File: src/rtl/alu_seq_pkg.sv
// Shared constants, state encoding and instruction decode for the ALU op sequencer.
package alu_seq_pkg;

    localparam int unsigned INSTR_W = 32;
    localparam int unsigned REG_AW  = 5;

    localparam logic [5:0] OP_RTYPE = 6'h00;
    localparam logic [5:0] OP_ADDI  = 6'h08;
    localparam logic [5:0] OP_BEQ   = 6'h04;

    localparam logic [5:0] FN_ADD = 6'h20;
    localparam logic [5:0] FN_SUB = 6'h22;
    localparam logic [5:0] FN_AND = 6'h24;
    localparam logic [5:0] FN_OR  = 6'h25;
    localparam logic [5:0] FN_SLT = 6'h2A;

    localparam logic [2:0] ALU_AND = 3'b000;
    localparam logic [2:0] ALU_OR  = 3'b001;
    localparam logic [2:0] ALU_ADD = 3'b010;
    localparam logic [2:0] ALU_SUB = 3'b110;
    localparam logic [2:0] ALU_SLT = 3'b111;

    typedef enum logic [1:0] {
        IDLE   = 2'd0,
        EXEC   = 2'd1,
        RETIRE = 2'd2
    } state_t;

    typedef struct packed {
        logic [2:0]        op;
        logic [REG_AW-1:0] dest;
        logic              wb;
        logic              beq;
        logic              illegal;
        logic              use_imm;
    } decode_t;

    // Undecodable encodings fall through as an AND with no writeback.
    function automatic decode_t decode(input logic [INSTR_W-1:0] ins);
        decode_t d;
        d.op      = ALU_AND;
        d.dest    = ins[15:11];
        d.wb      = 1'b0;
        d.beq     = 1'b0;
        d.illegal = 1'b1;
        d.use_imm = 1'b0;
        case (ins[31:26])
            OP_RTYPE: begin
                d.wb      = 1'b1;
                d.illegal = 1'b0;
                case (ins[5:0])
                    FN_ADD:  d.op = ALU_ADD;
                    FN_SUB:  d.op = ALU_SUB;
                    FN_AND:  d.op = ALU_AND;
                    FN_OR:   d.op = ALU_OR;
                    FN_SLT:  d.op = ALU_SLT;
                    default: begin
                        d.wb      = 1'b0;
                        d.illegal = 1'b1;
                    end
                endcase
            end
            OP_ADDI: begin
                d.op      = ALU_ADD;
                d.dest    = ins[20:16];
                d.wb      = 1'b1;
                d.illegal = 1'b0;
                d.use_imm = 1'b1;
            end
            OP_BEQ: begin
                d.op      = ALU_SUB;
                d.beq     = 1'b1;
                d.illegal = 1'b0;
            end
            default: ;
        endcase
        return d;
    endfunction

endpackage

File: src/rtl/alu_seq_regfile.sv
// Register file: three combinational read ports, one synchronous write port, r0 hardwired to zero.
module alu_seq_regfile
    import alu_seq_pkg::*;
#(
    parameter int unsigned DATA_W = 32,
    parameter int unsigned NREG   = 32
) (
    input  logic              clk,
    input  logic              reset,
    input  logic              we,
    input  logic [REG_AW-1:0] waddr,
    input  logic [DATA_W-1:0] wdata,
    input  logic [REG_AW-1:0] rs_addr,
    output logic [DATA_W-1:0] rs_data,
    input  logic [REG_AW-1:0] rt_addr,
    output logic [DATA_W-1:0] rt_data,
    input  logic [REG_AW-1:0] dbg_addr,
    output logic [DATA_W-1:0] dbg_data
);

    logic [DATA_W-1:0] regs [NREG];

    always_ff @(posedge clk or posedge reset) begin
        if (reset) begin
            for (int i = 0; i < int'(NREG); i++) begin
                regs[i] <= '0;
            end
        end else if (we && (waddr != '0)) begin
            regs[waddr] <= wdata;
        end
    end

    assign rs_data  = (rs_addr  == '0) ? '0 : regs[rs_addr];
    assign rt_data  = (rt_addr  == '0) ? '0 : regs[rt_addr];
    assign dbg_data = (dbg_addr == '0) ? '0 : regs[dbg_addr];

endmodule

File: src/rtl/alu_op_sequencer.sv
// Three-state sequencer: accept and decode an instruction, drive the external ALU, retire its result.
module alu_op_sequencer
    import alu_seq_pkg::*;
#(
    parameter int unsigned DATA_W = 32,
    parameter int unsigned NREG   = 32
) (
    input  logic               clk,
    input  logic               reset,
    input  logic               instr_valid,
    output logic               instr_ready,
    input  logic [INSTR_W-1:0] instr,
    output logic [DATA_W-1:0]  alu_a,
    output logic [DATA_W-1:0]  alu_b,
    output logic [2:0]         alu_op,
    input  logic [DATA_W-1:0]  alu_z,
    input  logic               alu_zero,
    output logic               done,
    output logic               branch_taken,
    output logic               illegal,
    output logic [DATA_W-1:0]  result,
    input  logic [REG_AW-1:0]  dbg_addr,
    output logic [DATA_W-1:0]  dbg_data
);

    state_t            state;
    decode_t           dec_c;
    logic [DATA_W-1:0] rs_data;
    logic [DATA_W-1:0] rt_data;
    logic [DATA_W-1:0] imm_ext;
    logic [REG_AW-1:0] dest_q;
    logic              wb_q;
    logic              beq_q;
    logic              ill_q;

    assign dec_c       = decode(instr);
    assign imm_ext     = {{(DATA_W-16){instr[15]}}, instr[15:0]};
    assign instr_ready = (state == IDLE);

    alu_seq_regfile #(
        .DATA_W (DATA_W),
        .NREG   (NREG)
    ) u_regfile (
        .clk      (clk),
        .reset    (reset),
        .we       ((state == EXEC) && wb_q),
        .waddr    (dest_q),
        .wdata    (alu_z),
        .rs_addr  (instr[25:21]),
        .rs_data  (rs_data),
        .rt_addr  (instr[20:16]),
        .rt_data  (rt_data),
        .dbg_addr (dbg_addr),
        .dbg_data (dbg_data)
    );

    // Operands are latched at accept so instr is free to change afterwards.
    always_ff @(posedge clk or posedge reset) begin
        if (reset) begin
            state        <= IDLE;
            alu_a        <= '0;
            alu_b        <= '0;
            alu_op       <= '0;
            dest_q       <= '0;
            wb_q         <= 1'b0;
            beq_q        <= 1'b0;
            ill_q        <= 1'b0;
            result       <= '0;
            done         <= 1'b0;
            branch_taken <= 1'b0;
            illegal      <= 1'b0;
        end else begin
            done <= 1'b0;
            case (state)
                IDLE: begin
                    if (instr_valid) begin
                        alu_a  <= rs_data;
                        alu_b  <= dec_c.use_imm ? imm_ext : rt_data;
                        alu_op <= dec_c.op;
                        dest_q <= dec_c.dest;
                        wb_q   <= dec_c.wb;
                        beq_q  <= dec_c.beq;
                        ill_q  <= dec_c.illegal;
                        state  <= EXEC;
                    end
                end
                EXEC: begin
                    result       <= alu_z;
                    branch_taken <= beq_q && alu_zero;
                    illegal      <= ill_q;
                    done         <= 1'b1;
                    state        <= RETIRE;
                end
                RETIRE: begin
                    state <= IDLE;
                end
                default: begin
                    state <= IDLE;
                end
            endcase
        end
    end

endmodule

File: config.mk
export PLATFORM = sky130hd
export DESIGN_NAME = alu_op_sequencer
export DESIGN_NICKNAME = d
export VERILOG_FILES = /design/src/rtl/alu_seq_pkg.sv /design/src/rtl/alu_seq_regfile.sv /design/src/rtl/alu_op_sequencer.sv
export SDC_FILE = /design/constraint.sdc
export NUM_CORES = 2
export LEC_CHECK = 0
export CAP_MARGIN = 5
export CORE_MARGIN = 3
export CORE_UTILIZATION = 35
export DETAILED_ROUTE_END_ITERATION = 12
export SYNTH_ARGS = -nofsm -noshare
export SYNTH_HDL_FRONTEND = slang
export SYNTH_SLANG_ARGS = --single-unit
File: constraint.sdc
create_clock -name clk -period 65.9 [get_ports clk]
set_input_delay 13.18 -clock clk [delete_from_list [all_inputs] [get_ports clk]]
set_output_delay 13.18 -clock clk [all_outputs]
set_load 0.005 [all_outputs]
---- After elaboration in Yosys (flattened, before gate mapping) ----
Cells that the tools add are included.
cells by class
  reduce and logical (&&, ||, !) cells .... 13
  mux-type cells .......................... 28
  bitwise logic cells ..................... 4
  equality and inequality tests ........... 9
  $lt $le $gt $ge ......................... 5
operator list
  operator            count
  $bwmux 1024         1
  $bmux 32 s5         3
  $mux 32             11
  $demux 32 s5        1
  $eq 6x6->1 const B  5
  $ge 6x6->1 const B  4
  $not 5->6           4
  $logic_not 5->1     3
  $pmux 3 s4          1
  $pmux 3 s3          1
  $eq 6x3->1 const B  1
  $eq 6x4->1 const B  1
  $logic_not 6->1     1
  $lt 6x1->1 const B  1
  $mux 1              5
  $mux 5              1
  $reduce_bool 5->1   1
  $reduce_or 5->1     1
  $logic_and 1x1->1   4
  $pmux 1 s2          2
  $pmux 2 s2          1
  $eq 2x1->1 const B  1
  $logic_not 2->1     1
  $mux 2              1
  other kinds (3)     3
word-level totals
  flip-flop bits (word level) ............. 1136
  bits of input ports ..................... 73

---- Logic depth before layout (Yosys ltp) ----
  word-level depth ........................ 6
  gate-level depth with buffers ........... 9

---- By module ----
Synthesis repeated with hierarchy kept, for this count alone.
second synthesis, totals
  cells, all modules ...................... 4865
  area total of the unflattened synthesis .. 67668.6 um^2
by module, submodules not included
  module            cells each  area each (um^2)  sequential area each (um^2)  times used
  alu_seq_regfile   4418        62987.9           25624.6                      1
  alu_op_sequencer  447         4680.7            2802.7                       1

---- Worst setup path after synthesis ----
Ideal clock, no wire load.
  path kind ............................... in2out
  start ................................... in dbg_addr[0]
  end ..................................... out dbg_data[10]
  stages .................................. 7
  path slack .............................. 37782 ps
  data arrival time ....................... 14938 ps
  path buffers ............................ 3
  cell sequence ........................... clkbuf_1 > buf_2 > buf_2 > mux4_2 > mux4_2 > nand2_1 > o21ai_0
on the way
  longest elaborated chain between the ends .. 5
ends and longest elaborated chain
  element                                     line                    source
  from (decl)                                 alu_op_sequencer.sv:22  input logic [REG_AW-1:0] dbg_addr,
  $not 5->6 (not written as such)             alu_seq_regfile.sv:35   assign dbg_data = (dbg_addr == '0) ? '0 : regs[dbg_addr];
  $bmux 32 s5                                 alu_seq_regfile.sv:35
  $mux 32 (not written as such) (2 in a row)  alu_seq_regfile.sv:35
  $mux 32 *                                   alu_seq_regfile.sv:35
  to (decl)                                   alu_op_sequencer.sv:23  output logic [DATA_W-1:0] dbg_data
Every way passes the cells marked *; elsewhere a longest branch is shown, timed or not. The select of a mux whose other input is x is not followed.

---- Worst setup path after layout ----
  start ................................... in dbg_addr[1]
  end ..................................... out dbg_data[30]
The elaborated chain is that of the path after synthesis.

==> results.yml <==
run_status:
  status: "completed"
worst_hold_path:
  hold_class: "reg2reg"
  worstHoldStart: "u_regfile.regs[1005]"
  hold_depth: 0
detailed_routing:
  drt_first_pass_iters: 6
  routed_via_density: 6.455
  routed_wirelength_um: 242300
  antenna_left: 0
  drc: 0
  avgRoutedWirePerCell_um: 34.41
  drtIter0Drc: 4955
  vias: 45453
die:
  dieWidth_um: 442.3
  start_util_pct: 35.33
  fp-row-count: 159
  io_pins: 208
  die_area_um2: 195700
  core_um2: 188600
  dieHeight_um: 442.3
job:
  cap_violations: 0
timing:
  maxSlewViolCount: 0
  clock_skew_ns: 0.02891
  min_period_ns: 30.19
  worst_hold_slack_ns: 0.4105
  rsz0062_at_grt: "false"
  fin_crit_sh_pct: 45.81
  worst_pin_slew_ns: 1.400
  max_slew_margin_pct: 6.419
  finalHoldViolCount: 0
  max_freq_mhz: 33.13
  setup_tns_ns: 0
  setup_viol: 0
clock_tree:
  cts_setup_buffers: 0
  htreeDepth: 4
  clk_pin_slew_ns: 0.06
  clock_latency_ns: 0.79
  ctsHoldBuffers: 0
  cts_tree: "done"
  cts_resized: 0
  cts.sinks: 1136
  numCtsBuffers: 140
  cts_root_buf: "clkbuf_16"
  cts_max_path_buffers: 3
synthesis:
  syn_inst: 4497
  synth-edff-count: 0
  avgSynthCellArea_um2: 14.82
  ys_ff_latch: 1136
  seq_area_frac_synth_pct: 42.66
  ys.flop_type: "dfrtp_1"
  synth_area_um2: 66640
  synth_nets: 4570
  ys_async_sr_fraction_pct: 100.0
  synth_warnings: 0
  yosysUniqueCellTypes: 55
power_and_ir_drop:
  p_leak_nw: 31.66
  clockPowerShare_pct: 42.5
  ir_worst_vdd_mv: 0.01780
  p_sw_mw: 0.5105
  p_sw_share_pct: 27.59
  intPower_mw: 1.340
  powerDensity_nw_per_um2: 24.57
  power_frac_seq_pct: 41.6
  p_total_mw: 1.850
  p_comb_share_pct: 15.8
placed_design:
  port_buffers: 207
  dp_hpwl_um: 134200
  placed_area_um2: 70670
  dp.cells: 6790
  globalplace.congestion: 0.8034
worst_setup_path:
  cp_max_fo: 93
  worst-setup-path-type: "in2out"
  crit_path_end_kind: "output port"
  worstReg2RegStart: "state[1]"
  crit_arrival_ns: 17.01
  start_kind: "input port"
  worstRegToRegCells: 6
  worstPathRequired_ns: 52.72
  crit_start: "dbg_addr[1]"
global_route:
  antenna_found_initial: 5
  grt_max_degree: 137
  grt.total_usage_pct: 24.45
  grt_pass1_vias: 45713
  grt_overflow: 0
  grt_pass1_wl_um: 347000
finish:
  layout.nets: 4510
  syn2layout_area_growth_pct: 13.02
  layout.cells.non_filler: 7041
  mostFrequentLayoutCells: "dfrtp_1, mux2_2, mux4_2, nand2_1, clkdlybuf4s50_1"
  drive_above_1_share_pct: 47.17
  final_common_cell: "dfrtp_1"
  postLayoutCellArea_um2: 75310
==> stage by stage <==
step	setup WS, ns	util [%]
after CTS	35.75	39.93
after global placement	35.67	37.47
after floorplan	20.73	-
after global routing	35.66	39.93
final	35.71	39.93
after detailed placement	35.71	37.47
==> metal layers <==
metal | part of all wire, % | vias up | track usage (%)
met2 | 47 | 2486 | 38.57
met5 | 0 | - | 0
met1 | 39 | 24725 | 32.10
met4 | 5.0 | 0 | 11.07
li1 | - | 17663 | -
met3 | 8.9 | 579 | 5.733
==> registers in the layout, summed over array words and instances (netlist names) <==
name            count
alu_b              32
wb_q                1
dest_q              5
u_regfile.regs   1024
beq_q               1
done                1
alu_op              3
branch_taken        1
state               2
alu_a              32
ill_q               1
result             32
illegal             1
==> critical path, stage by stage <==
cell	delay, ns
buf_8	0.64
buf_4	0.90
mux4_2	0.60
mux4_2	0.49
nand2_1	0.08
o21ai_0	0.41
clkdlybuf4s50_1	0.61
==> worst paths after layout <==
path / endpoint / slack [ns]
max in group asynchronous: u_regfile.regs[599] / 48.82
min reg2reg: u_regfile.regs[1005] / 0.41
max reg2reg: u_regfile.regs[464] / 60.88
min in group asynchronous: alu_a[4] / 12.94
max: dbg_data[30] / 35.71
min: u_regfile.regs[1005] / 0.41
==> final cells by class <==
class | instances | area [um^2]
Sequential cell | 1136 | 28430
Tap cell | 2495 | 3122
Clock inverter | 47 | 634.4
Multi-Input combinational cell | 2796 | 35930
Antenna cell | 5 | 12.51
Inverter | 37 | 147.6
Clock buffer | 199 | 3998
Fill cell | 17486 | 113300
Timing Repair Buffer | 326 | 3040
==> kinds of logic after synthesis <==
logic type	after synthesis	synth area share, %
compound gates	404	4.450
mux	2006	46.29
buf+inv	565	3.906
simple gates	386	2.689
flops	1136	42.66
==> synthesized netlist by cell type, types with 3 or more instances <==
master / count / share of area [%]
a2111oi_0: 31 / 0.41
a211o_1: 21 / 0.28
a211oi_1: 15 / 0.17
a21o_1: 31 / 0.35
a21oi_1: 44 / 0.33
a221o_1: 41 / 0.62
a221oi_1: 39 / 0.51
a22o_1: 3 / 0.039
a22oi_1: 17 / 0.19
a31oi_1: 3 / 0.028
buf_1: 33 / 0.19
buf_2: 162 / 1.2
buf_4: 44 / 0.50
buf_6: 15 / 0.25
clkbuf_1: 274 / 1.5
dfrtp_1: 1136 / 43
inv_1: 36 / 0.20
mux2_1: 97 / 1.6
mux2_2: 990 / 17
mux2i_1: 167 / 2.5
mux4_2: 752 / 25
nand2_1: 251 / 1.4
nand2b_1: 19 / 0.18
nand3_1: 41 / 0.31
nand3b_1: 5 / 0.056
nand4_1: 16 / 0.15
nor2_1: 19 / 0.11
nor2b_1: 10 / 0.094
nor3_1: 3 / 0.023
nor3_2: 4 / 0.060
o21ai_0: 58 / 0.44
o221ai_1: 16 / 0.21
o22ai_1: 63 / 0.59
o311ai_0: 14 / 0.18
o311ai_1: 3 / 0.039
==> power by group through the flow <==
stage,Clock (mW),Combinational (mW),Sequential [mW]
after global placement,0,0.293,0.780
after floorplan,0,0.171,0.774
final,0.787,0.293,0.771
after global routing,0.830,0.311,0.775
after CTS,0.803,0.297,0.770
after detailed placement,0,0.295,0.782
Note: power is estimated with default switching activity, not from simulation.
